===== src/rtl/fifo_arbiter_pkg.sv =====
// fifo_arbiter_pkg: shared constants and helpers for fifo_arbiter.
// Holds the arbitration mode codes and a constant-safe clog2.
package fifo_arbiter_pkg;

  localparam int ARB_FIXED = 0;
  localparam int ARB_RR    = 1;

  function automatic int clog2(input int v);
    int r;
    r = 0;
    while ((1 << r) < v) r++;
    return r;
  endfunction

endpackage


===== src/rtl/arb_fifo.sv =====
// arb_fifo: one channel's input FIFO with full/almost-full/overflow flags.
// Ports: clk, rst, push/d (write), pop/head/empty (read), full, almost_full, overflow.
module arb_fifo
  import fifo_arbiter_pkg::*;
#(
  parameter int W         = 8,
  parameter int DEPTH     = 16,
  parameter int AF_MARGIN = 2
) (
  input  logic         clk,
  input  logic         rst,
  input  logic         push,
  input  logic [W-1:0] d,
  input  logic         pop,
  output logic [W-1:0] head,
  output logic         empty,
  output logic         full,
  output logic         almost_full,
  output logic         overflow
);

  localparam int AW = clog2(DEPTH);
  localparam int CW = AW + 1;
  localparam int AF_RAW =
    (AF_MARGIN >= DEPTH) ? 0 : DEPTH - AF_MARGIN;
  localparam logic [CW-1:0] AF_TH  = CW'(AF_RAW);
  localparam logic [CW-1:0] FULL_N = CW'(DEPTH);

  logic [W-1:0]  r_mem [DEPTH];
  logic [AW-1:0] r_wp;
  logic [AW-1:0] r_rp;
  logic [CW-1:0] r_cnt;
  logic          r_ovf;
  logic          w_wr;
  logic          w_rd;

  assign full        = (r_cnt == FULL_N);
  assign empty       = (r_cnt == '0);
  assign almost_full = (r_cnt >= AF_TH);
  assign overflow    = r_ovf;
  assign head        = r_mem[r_rp];

  // full is the pre-edge state: a push on a full FIFO is
  // dropped even when the same edge pops it.
  assign w_wr = push && !full;
  assign w_rd = pop && !empty;

  always_ff @(posedge clk or posedge rst) begin
    if (rst) begin
      r_wp  <= '0;
      r_rp  <= '0;
      r_cnt <= '0;
      r_ovf <= 1'b0;
    end else begin
      if (w_wr) r_wp <= r_wp + AW'(1);
      if (w_rd) r_rp <= r_rp + AW'(1);
      if (w_wr && !w_rd) r_cnt <= r_cnt + CW'(1);
      if (!w_wr && w_rd) r_cnt <= r_cnt - CW'(1);
      if (push && full) r_ovf <= 1'b1;
    end
  end

  always_ff @(posedge clk) begin
    if (w_wr) r_mem[r_wp] <= d;
  end

endmodule


===== src/rtl/fifo_arbiter.sv =====
// fifo_arbiter: N input FIFOs arbitrated into one registered stream.
// Ports: push/d in, full/almost_full/overflow flags, q/q_id/valid out, stall in.
module fifo_arbiter
  import fifo_arbiter_pkg::*;
#(
  parameter int N         = 8,
  parameter int W         = 8,
  parameter int DEPTH     = 16,
  parameter int AF_MARGIN = 2,
  parameter int RR        = ARB_RR
) (
  input  logic                  clk,
  input  logic                  rst,
  input  logic [0:N-1]          push,
  input  logic [N*W-1:0]        d,
  output logic [0:N-1]          full,
  output logic [0:N-1]          almost_full,
  output logic [0:N-1]          overflow,
  output logic [W-1:0]          q,
  output logic [clog2(N)-1:0]   q_id,
  output logic                  valid,
  input  logic                  stall
);

  localparam int IW = clog2(N);

  logic [0:N-1]  w_empty;
  logic [0:N-1]  w_pop;
  logic [W-1:0]  w_head [N];
  logic [IW-1:0] w_gnt;
  logic          w_gnt_vld;
  logic          w_load;

  logic [IW-1:0] r_last;
  logic [W-1:0]  r_q;
  logic [IW-1:0] r_id;
  logic          r_valid;

  for (genvar i = 0; i < N; i++) begin : g_ch
    arb_fifo #(
      .W        (W),
      .DEPTH    (DEPTH),
      .AF_MARGIN(AF_MARGIN)
    ) u_fifo (
      .clk        (clk),
      .rst        (rst),
      .push       (push[i]),
      .d          (d[(N-i)*W-1 -: W]),
      .pop        (w_pop[i]),
      .head       (w_head[i]),
      .empty      (w_empty[i]),
      .full       (full[i]),
      .almost_full(almost_full[i]),
      .overflow   (overflow[i])
    );
  end

  // Loops scan from the far end so the nearest candidate is
  // the last assignment and therefore wins.
  always_comb begin
    w_gnt     = '0;
    w_gnt_vld = 1'b0;
    if (RR == ARB_RR) begin
      for (int k = N; k >= 1; k--) begin
        if (!w_empty[IW'((int'(r_last) + k) % N)]) begin
          w_gnt     = IW'((int'(r_last) + k) % N);
          w_gnt_vld = 1'b1;
        end
      end
    end else begin
      for (int i = N - 1; i >= 0; i--) begin
        if (!w_empty[i]) begin
          w_gnt     = IW'(i);
          w_gnt_vld = 1'b1;
        end
      end
    end
  end

  assign w_load = !r_valid || !stall;

  always_comb begin
    w_pop = '0;
    if (w_load && w_gnt_vld) w_pop[w_gnt] = 1'b1;
  end

  always_ff @(posedge clk or posedge rst) begin
    if (rst) begin
      r_valid <= 1'b0;
      r_q     <= '0;
      r_id    <= '0;
      r_last  <= IW'(N - 1);
    end else if (w_load) begin
      if (w_gnt_vld) begin
        r_valid <= 1'b1;
        r_q     <= w_head[w_gnt];
        r_id    <= w_gnt;
        r_last  <= w_gnt;
      end else begin
        r_valid <= 1'b0;
      end
    end
  end

  assign q     = r_q;
  assign q_id  = r_id;
  assign valid = r_valid;

endmodule


===== config.mk =====
export PLATFORM = sky130hd
export DESIGN_NAME = fifo_arbiter
export DESIGN_NICKNAME = d
export VERILOG_FILES = /design/src/rtl/fifo_arbiter_pkg.sv /design/src/rtl/arb_fifo.sv /design/src/rtl/fifo_arbiter.sv
export SDC_FILE = /design/constraint.sdc
export NUM_CORES = 2
export LEC_CHECK = 0
export CELL_PAD_IN_SITES_DETAIL_PLACEMENT = 1
export CELL_PAD_IN_SITES_GLOBAL_PLACEMENT = 1
export CORE_UTILIZATION = 49
export CTS_CLUSTER_SIZE = 16
export DETAILED_ROUTE_END_ITERATION = 7
export PLACE_DENSITY_LB_ADDON = 0.1
export SYNTH_ARGS = -nofsm -noshare
export SYNTH_HDL_FRONTEND = slang
export SYNTH_SLANG_ARGS = --single-unit

===== constraint.sdc =====
create_clock -name clk -period 5 [get_ports clk]
set_input_delay 1.5 -clock clk [delete_from_list [all_inputs] [get_ports clk]]
set_output_delay 1.5 -clock clk [all_outputs]
set_load 0.005 [all_outputs]

# Word-level counts from Yosys, hierarchy flattened
# Memories as Yosys holds them, arrays and structs flattened.
# Index checks and enable logic that the tools add are counted.
[word_totals]
regBits = 127
latch_bits = 0
ramBits = 1024
rom_bits = 0
out_inout_bits = 36
word_cells = 292
n_memories = 8
[classes]
add_sub_neg = 40
n_mul = 0
div_mod_pow = 0
magnitude_cmp = 18
eq_ne = 8
n_shift = 0
muxes = 79
bitwise_logic = 9
reduce_logical = 94
[mem_list]
columns = ["name", "depth", "width", "read_ports", "rd_ports_with_merged_regs", "write_ports", "line", "text"]
rows = [
  ["g_ch[0].u_fifo.r_mem", 16, 8, 1, 0, 1, "arb_fifo.sv:29", "logic [W-1:0] r_mem [DEPTH];"],
  ["g_ch[1].u_fifo.r_mem", 16, 8, 1, 0, 1, "arb_fifo.sv:29", ""],
  ["g_ch[2].u_fifo.r_mem", 16, 8, 1, 0, 1, "arb_fifo.sv:29", ""],
  ["g_ch[3].u_fifo.r_mem", 16, 8, 1, 0, 1, "arb_fifo.sv:29", ""],
  ["g_ch[4].u_fifo.r_mem", 16, 8, 1, 0, 1, "arb_fifo.sv:29", ""],
  ["g_ch[5].u_fifo.r_mem", 16, 8, 1, 0, 1, "arb_fifo.sv:29", ""],
  ["+2 memories", "n/a", "n/a", "n/a", "n/a", "n/a", "n/a", ""],
]
[op_table]
columns = ["op", "count"]
rows = [
  ["$mux W5", 16],
  ["$add A4 B1 Y4 const B", 16],
  ["$logic_and A1 B1 Y1", 42],
  ["$mux W1", 42],
  ["$add A5 B1 Y5 const B", 8],
  ["$eq A5 B5 Y1 const B", 8],
  ["$ge A5 B4 Y1 const B", 8],
  ["$logic_not A5 Y1", 8],
  ["$sub A5 B1 Y5 const B", 8],
  ["$logic_not A1 Y1", 34],
  ["$ge A3 B4 Y1 const B", 8],
  ["$bmux W1 S3", 8],
  ["$bmux W8 S3", 1],
  ["$mux W3", 8],
  ["$mux W8", 3],
  ["$not A3 Y3", 8],
  ["$reduce_bool A2 Y1", 8],
  ["$add A3 B3 Y3 const B", 4],
  ["$add A3 B1 Y3 const B", 2],
  ["$add A3 B2 Y3 const B", 2],
  ["$ge A4 B4 Y1 const B", 1],
  ["$lt A4 B1 Y1 const B", 1],
  ["$not A3 Y4", 1],
  ["$demux W1 S3", 1],
  ["other kinds (2)", 2],
]

# Logic depth before layout (Yosys ltp)
[depth]
depth_word = 24
depth_mapped = 26

# Modules after synthesis
# From an unflattened synthesis, not the netlist that was laid out.
[hier_totals]
cells_unflattened = 2929
hier_area_um2 = 48935.7
[by_module_without_submodules]
columns = ["mod", "n_inst", "cells_each", "area_per_inst_um2", "seq_area_each_um2"]
rows = [
  ["arb_fifo at g_ch[1].u_fifo ...", 7, 323, 5770.5, 4194.0],
  ["arb_fifo at g_ch[0].u_fifo", 1, 323, 5779.3, 4194.0],
  ["fifo_arbiter", 1, 345, 2762.6, 379.1],
]

# Worst setup path before layout
# No wires, ideal clock.
[synth_path]
path_kind = "reg-to-reg"
startpoint = "register r_last[0]"
endpoint = "register g_ch[2].u_fifo.r_cnt[4]"
setup_time_ns = 0.126
t_arrival_ns = 5.075
path_slack_ns = -0.202
stages_incl_launch_ff = 23
n_path_buf = 3
period_less_slack_ns = 5.202
cell_sequence = "dfstp_2 > inv_1 > buf_1 > buf_1 > clkbuf_1 > ha_1 > clkinv_1 > or3_4 > a32oi_2 > and2_4 > a311oi_1 > o311a_4 > a21o_1 > nor4_4 > ha_1 > inv_1 > fa_1 > inv_1 > a21o_1 > a21oi_1 > xnor2_1 > nor2_1 > xor2_1"
[synth_between]
elab_chain_cells = 23
word_cells_on_any_way = 70
cone_classes = "add/sub (8); order compare (2); mux (44); bitwise (9); reduce/logical (7)"
[synth_lines]
columns = ["element", "line", "text"]
rows = [
  ["start, declared", "fifo_arbiter.sv:34", "logic [IW-1:0] r_last;"],
  ["start signal, assigned", "fifo_arbiter.sv:92", "r_last <= IW'(N - 1);"],
  ["start signal, assigned", "fifo_arbiter.sv:98", "r_last <= w_gnt;"],
  ["$add A3 B1 Y3", "fifo_arbiter.sv:65, fifo_arbiter.sv:66", ""],
  ["$not A3 Y3 (implied by the code)", "fifo_arbiter.sv:65", "if (!w_empty[IW'((int'(r_last) + k) % N)]) begin"],
  ["$bmux W1 S3", "fifo_arbiter.sv:65", ""],
  ["$mux W1 (implied by the code) (2 in a row)", "fifo_arbiter.sv:65", ""],
  ["$mux W3 (8 in a row)", "fifo_arbiter.sv:65", ""],
  ["$not A3 Y4 (implied by the code)", "fifo_arbiter.sv:84", "if (w_load && w_gnt_vld) w_pop[w_gnt] = 1'b1;"],
  ["$ge A4 B4 Y1 (implied by the code) / $lt A4 B1 Y1 (equally long branches)", "fifo_arbiter.sv:84", ""],
  ["$logic_and A1 B1 Y1 (implied by the code)", "fifo_arbiter.sv:84", ""],
  ["$mux W1 (implied by the code)", "fifo_arbiter.sv:84", ""],
  ["$demux W1 S3", "fifo_arbiter.sv:84", ""],
  ["$mux W8 (*)", "fifo_arbiter.sv:84", ""],
  ["$logic_and A1 B1 Y1 (*)", "arb_fifo.sv:46", "assign w_rd = pop && !empty;"],
  ["via g_ch[2].u_fifo.w_rd", "arb_fifo.sv:35", "logic w_rd;"],
  ["$logic_not A1 Y1", "arb_fifo.sv:57", "if (w_wr && !w_rd) r_cnt <= r_cnt + CW'(1);"],
  ["$logic_and A1 B1 Y1", "arb_fifo.sv:57", ""],
  ["$reduce_bool A2 Y1 (no line)", "n/a", ""],
  ["end signal, assigned", "arb_fifo.sv:57", ""],
  ["end signal, assigned", "arb_fifo.sv:58", "if (!w_wr && w_rd) r_cnt <= r_cnt - CW'(1);"],
  ["end, declared", "arb_fifo.sv:32", "logic [CW-1:0] r_cnt;"],
]
# The timed path passes the listed nets; every way through them passes the cells marked *. The select of a mux whose other input is x is not followed.
# A chain may end at the register's enable or synchronous reset.

# Worst setup path after layout
[layout_path]
startpoint = "register g_ch[6].u_fifo.r_cnt[0]"
endpoint = "register g_ch[1].u_fifo.r_cnt[4]"
[layout_between]
elab_chain_cells = 22
word_cells_on_any_way = 55
cone_classes = "order compare (2); mux (44); bitwise (1); reduce/logical (8)"
[layout_lines]
columns = ["element", "line", "text"]
rows = [
  ["start, declared", "arb_fifo.sv:32", ""],
  ["start signal, assigned", "arb_fifo.sv:57", ""],
  ["start signal, assigned", "arb_fifo.sv:58", ""],
  ["$logic_not A5 Y1 (*)", "arb_fifo.sv:38", "assign empty = (r_cnt == '0);"],
  ["$bmux W1 S3", "fifo_arbiter.sv:65", ""],
  ["$mux W1 (implied by the code) (2 in a row)", "fifo_arbiter.sv:65", ""],
  ["$mux W3 (8 in a row)", "fifo_arbiter.sv:65", ""],
  ["$not A3 Y4 (implied by the code)", "fifo_arbiter.sv:84", ""],
  ["$ge A4 B4 Y1 (implied by the code) / $lt A4 B1 Y1 (equally long branches)", "fifo_arbiter.sv:84", ""],
  ["$logic_and A1 B1 Y1 (implied by the code)", "fifo_arbiter.sv:84", ""],
  ["$mux W1 (implied by the code)", "fifo_arbiter.sv:84", ""],
  ["$demux W1 S3", "fifo_arbiter.sv:84", ""],
  ["$mux W8 (*)", "fifo_arbiter.sv:84", ""],
  ["$logic_and A1 B1 Y1 (*)", "arb_fifo.sv:46", ""],
  ["via g_ch[1].u_fifo.w_rd", "arb_fifo.sv:35", ""],
  ["$logic_not A1 Y1", "arb_fifo.sv:57", ""],
  ["$logic_and A1 B1 Y1", "arb_fifo.sv:57", ""],
  ["$reduce_bool A2 Y1 (no line)", "n/a", ""],
  ["end signal, assigned", "arb_fifo.sv:57", ""],
  ["end signal, assigned", "arb_fifo.sv:58", ""],
  ["end, declared", "arb_fifo.sv:32", ""],
]
# Marked as above.

==> metrics <==
worst vdd ir 0.000331 V; design area 0.0557 mm^2; post-synthesis cell count approximately 2700; total of max-cap violations 0; largest net degree at the start of global routing 72; Synth-to-Final Area Change 14.6%; worst-path fanout max 5; Avg Cell Area, Syn 17.9 um^2; Starting Density 49.5%; H-Tree Depth 3; period utilization 96.9%; layout cells sized above 1 23.4%; worst path bufs/invs 4; setup violators final 0; min-delay src g_ch[4].u_fifo.overflow$_DFFE_PP0P_; DIE AREA 0.100 mm^2; Avg Vias per Cell roughly 6.0; CTS tree done; critical path's top delay family simple AND/OR/NAND/NOR gates; min Tclk post-route 4840 ps; die extent in x between 300 and 400 um; CP Data Arrival Time 5420 ps; DRC 0; Worst path slowest cell or4_4; Post-DP Area 0.0518 mm^2; largest cells by area after synthesis edfxtp_1 (63%), mux4_2 (12%), dfrtp_1 (6.4%); hold_buf cts 0; wire length per cell 27.6 um; Port Buffer Count 110; vias in the first global route 27800; fin. max-slew vios 0; post-synthesis cell area 0.0486 mm^2; sequential element share of the synthesized area ~70%; critical-path cell list or4_4 -> nor3_1 -> buf_4 -> o32ai_1 -> or3_1 -> a311oi_2 -> o311a_4 -> a21oi_4 -> buf_4 -> nor4_4 -> ha_1 -> inv_1 -> fa_1 -> inv_1 -> a21o_1 -> a21oi_1 -> xnor2_1 -> nor2_1 -> xnor2_1; Yosys top cell area share 63.3%; first-pass GRT wire length 179000 um; Final Util 56.7%; Top FF cell, synth edfxtp_1; most frequent cells in the layout edfxtp_1 (1024), mux4_2 (266), buf_4 (167); startpoint types flop; die height 317 um; Clk pin slew, worst setup/hold paths 60 ps; clk_lat worst skew 710 ps; relative slew slack between 20% and 30%; core footprint 0.0983 mm^2; drt first-iter violations 2400; CTS sink count 1151; Worst EP required 5580 ps; Critical path origin g_ch[6].u_fifo.r_cnt[0]$_DFFE_PP0P_; commonest non-fill, non-tap cell in the layout edfxtp_1; RR Startpoint g_ch[6].u_fifo.r_cnt[0]$_DFFE_PP0P_; fmax 0.206 GHz; Root Buffer clkbuf_16; CP endpoint kind flop; run status finished, final reports clean; Worst-Margin Slew roughly 1100 ps; fillers about 8700; Rows 115; Hold Crit Class reg -> reg; crit-path max cell delay around 610 ps; post-synth top area cell edfxtp_1; Pre-antenna DRT Iters 5; Synth cell types 94; antenna violations before repair 1; Final ANT Viol Nets 0; io pins ~110; worst setup path class reg -> reg; ys async rst share 11.0%; routability congestion estimate 0.860; Hold Fails Final Rpt 0; #FFs+latches synth 1151; post-DP HPWL roughly 80000 um; syn nets 2873; pwr dens between 600 and 700 mW/mm^2; CTS buffer count 118; GRT Total Usage 24.3%; number of synthesized flops with an enable pin slightly above 1000; yosys warns 0; grt ovf 0; worst clock skew 24.8 ps; deepest clock path buffer count 3; via count 25900; final WL 120000 um; Leakage Power roughly 19 nW; fin nets 3109
==> final cells by class <==
type	instances	area (um^2)	area share [%]
Sequential cell	1151	33900	60.9
Clock buffer	172	3360	6.03
Tap cell	1287	1610	2.89
Timing Repair Buffer	280	2410	4.32
Clock inverter	46	345	0.620
Antenna cell	1	2.50	0.00449
Multi-Input combinational cell	1342	13800	24.8
Inverter	59	228	0.409
==> final timing paths <==
check                                                 endpoint  slack (ps)  depth (start not counted)
max reg2reg                g_ch[1].u_fifo.r_cnt[4]$_DFFE_PP0P_         160                         19
min                        g_ch[4].u_fifo.overflow$_DFFE_PP0P_         460                          1
max in group asynchronous   g_ch[4].u_fifo.r_rp[0]$_DFFE_PP0P_        2910                          3
max                        g_ch[1].u_fifo.r_cnt[4]$_DFFE_PP0P_         160                         19
min in group asynchronous  g_ch[1].u_fifo.overflow$_DFFE_PP0P_        1300                          2
min reg2reg                g_ch[4].u_fifo.overflow$_DFFE_PP0P_         460                          1
==> logic make-up (layout without fill, tap and decap cells) <==
family,after synthesis,after routing,synth area share (%)
DFF,1151,1151,69.8
and+or+nand+nor,489,489,5.18
muxes,378,378,14.7
AOI/OAI and AO/OA,302,302,4.43
buffers and inverters,223,557,2.01
xor gates and xnor gates,91,91,1.64
adders and majority gates,82,82,2.23
other,0,1,0
==> metal layers <==
layer / routed length [um] / global-route usage, % / part of all wire (%) / vias to the layer above
li1: - / - / - / 11300
met1: 52100 / 34.3 / 44 / 13700
met2: 59600 / 40.3 / 50 / 712
met3: 5760 / 3.12 / 4.8 / 153
met4: 2190 / 5.87 / 1.8 / 0
met5: 0 / 0 / 0 / -
==> timing repair <==
item                                    CTS  global route
setup buffers                             0            18
resized for setup                         0            23
endpoints found under the setup margin    0            10
hold endpoints to repair                  0             0
==> sequential cells by signal (all words and copies together), names as in the netlist <==
signal	count
r_last	3
g_ch.u_fifo.r_cnt	40
valid	1
g_ch.u_fifo.r_wp	32
q_id	3
g_ch.u_fifo.r_rp	32
q	8
g_ch.u_fifo.r_mem	1024
g_ch.u_fifo.overflow	8
==> synthesized netlist by cell type (33+ instances only) <==
cell type and count:
edfxtp_1 1024, mux4_2 266, nand2_1 145, nor2_1 137, dfrtp_1 124, clkbuf_1 81, mux2i_1 79, ha_1 74
o21ai_0 62, xnor2_1 58, inv_1 56, a21oi_1 53, nor3_1 48, buf_1 47, xor2_1 33
==> power breakdown <==
group,switching (mW),internal [mW]
combinational,6.70,5.53
sequential,1.70,11.9
clock,3.58,4.84
total,12.0,22.2
==> through the flow <==
stage / setup TNS [ps] / total power [mW] / instances / setup slack, ps / hold slack, ps
2_1_floorplan: 0 / 21.2 / 2716 / 3.01 / 429
3_3_place_gp: 0 / 25.3 / 4101 / 168 / 437
3_5_place_dp: 0 / 25.8 / 4101 / 61.7 / 447
4_1_cts: 0 / 34.3 / 4319 / 32.1 / 462
5_1_grt: -45.1 / 35.8 / 4337 / -27.2 / 472
6_report: 0 / 34.2 / 4338 / 156 / 456
==> worst register-to-register path: stages, from the launching register on <==
cell      delay [ps]
dfrtp_1          450
or4_4            610
nor3_1           270
buf_4            200
o32ai_1           80
or3_1            470
a311oi_2         370
o311a_4          250
a21oi_4           40
buf_4            180
nor4_4           400
ha_1             300
inv_1            100
fa_1             410
inv_1             70
a21o_1           100
a21oi_1           70
xnor2_1          170
nor2_1            70
xnor2_1          120
Power figures use the tool's default switching activity.
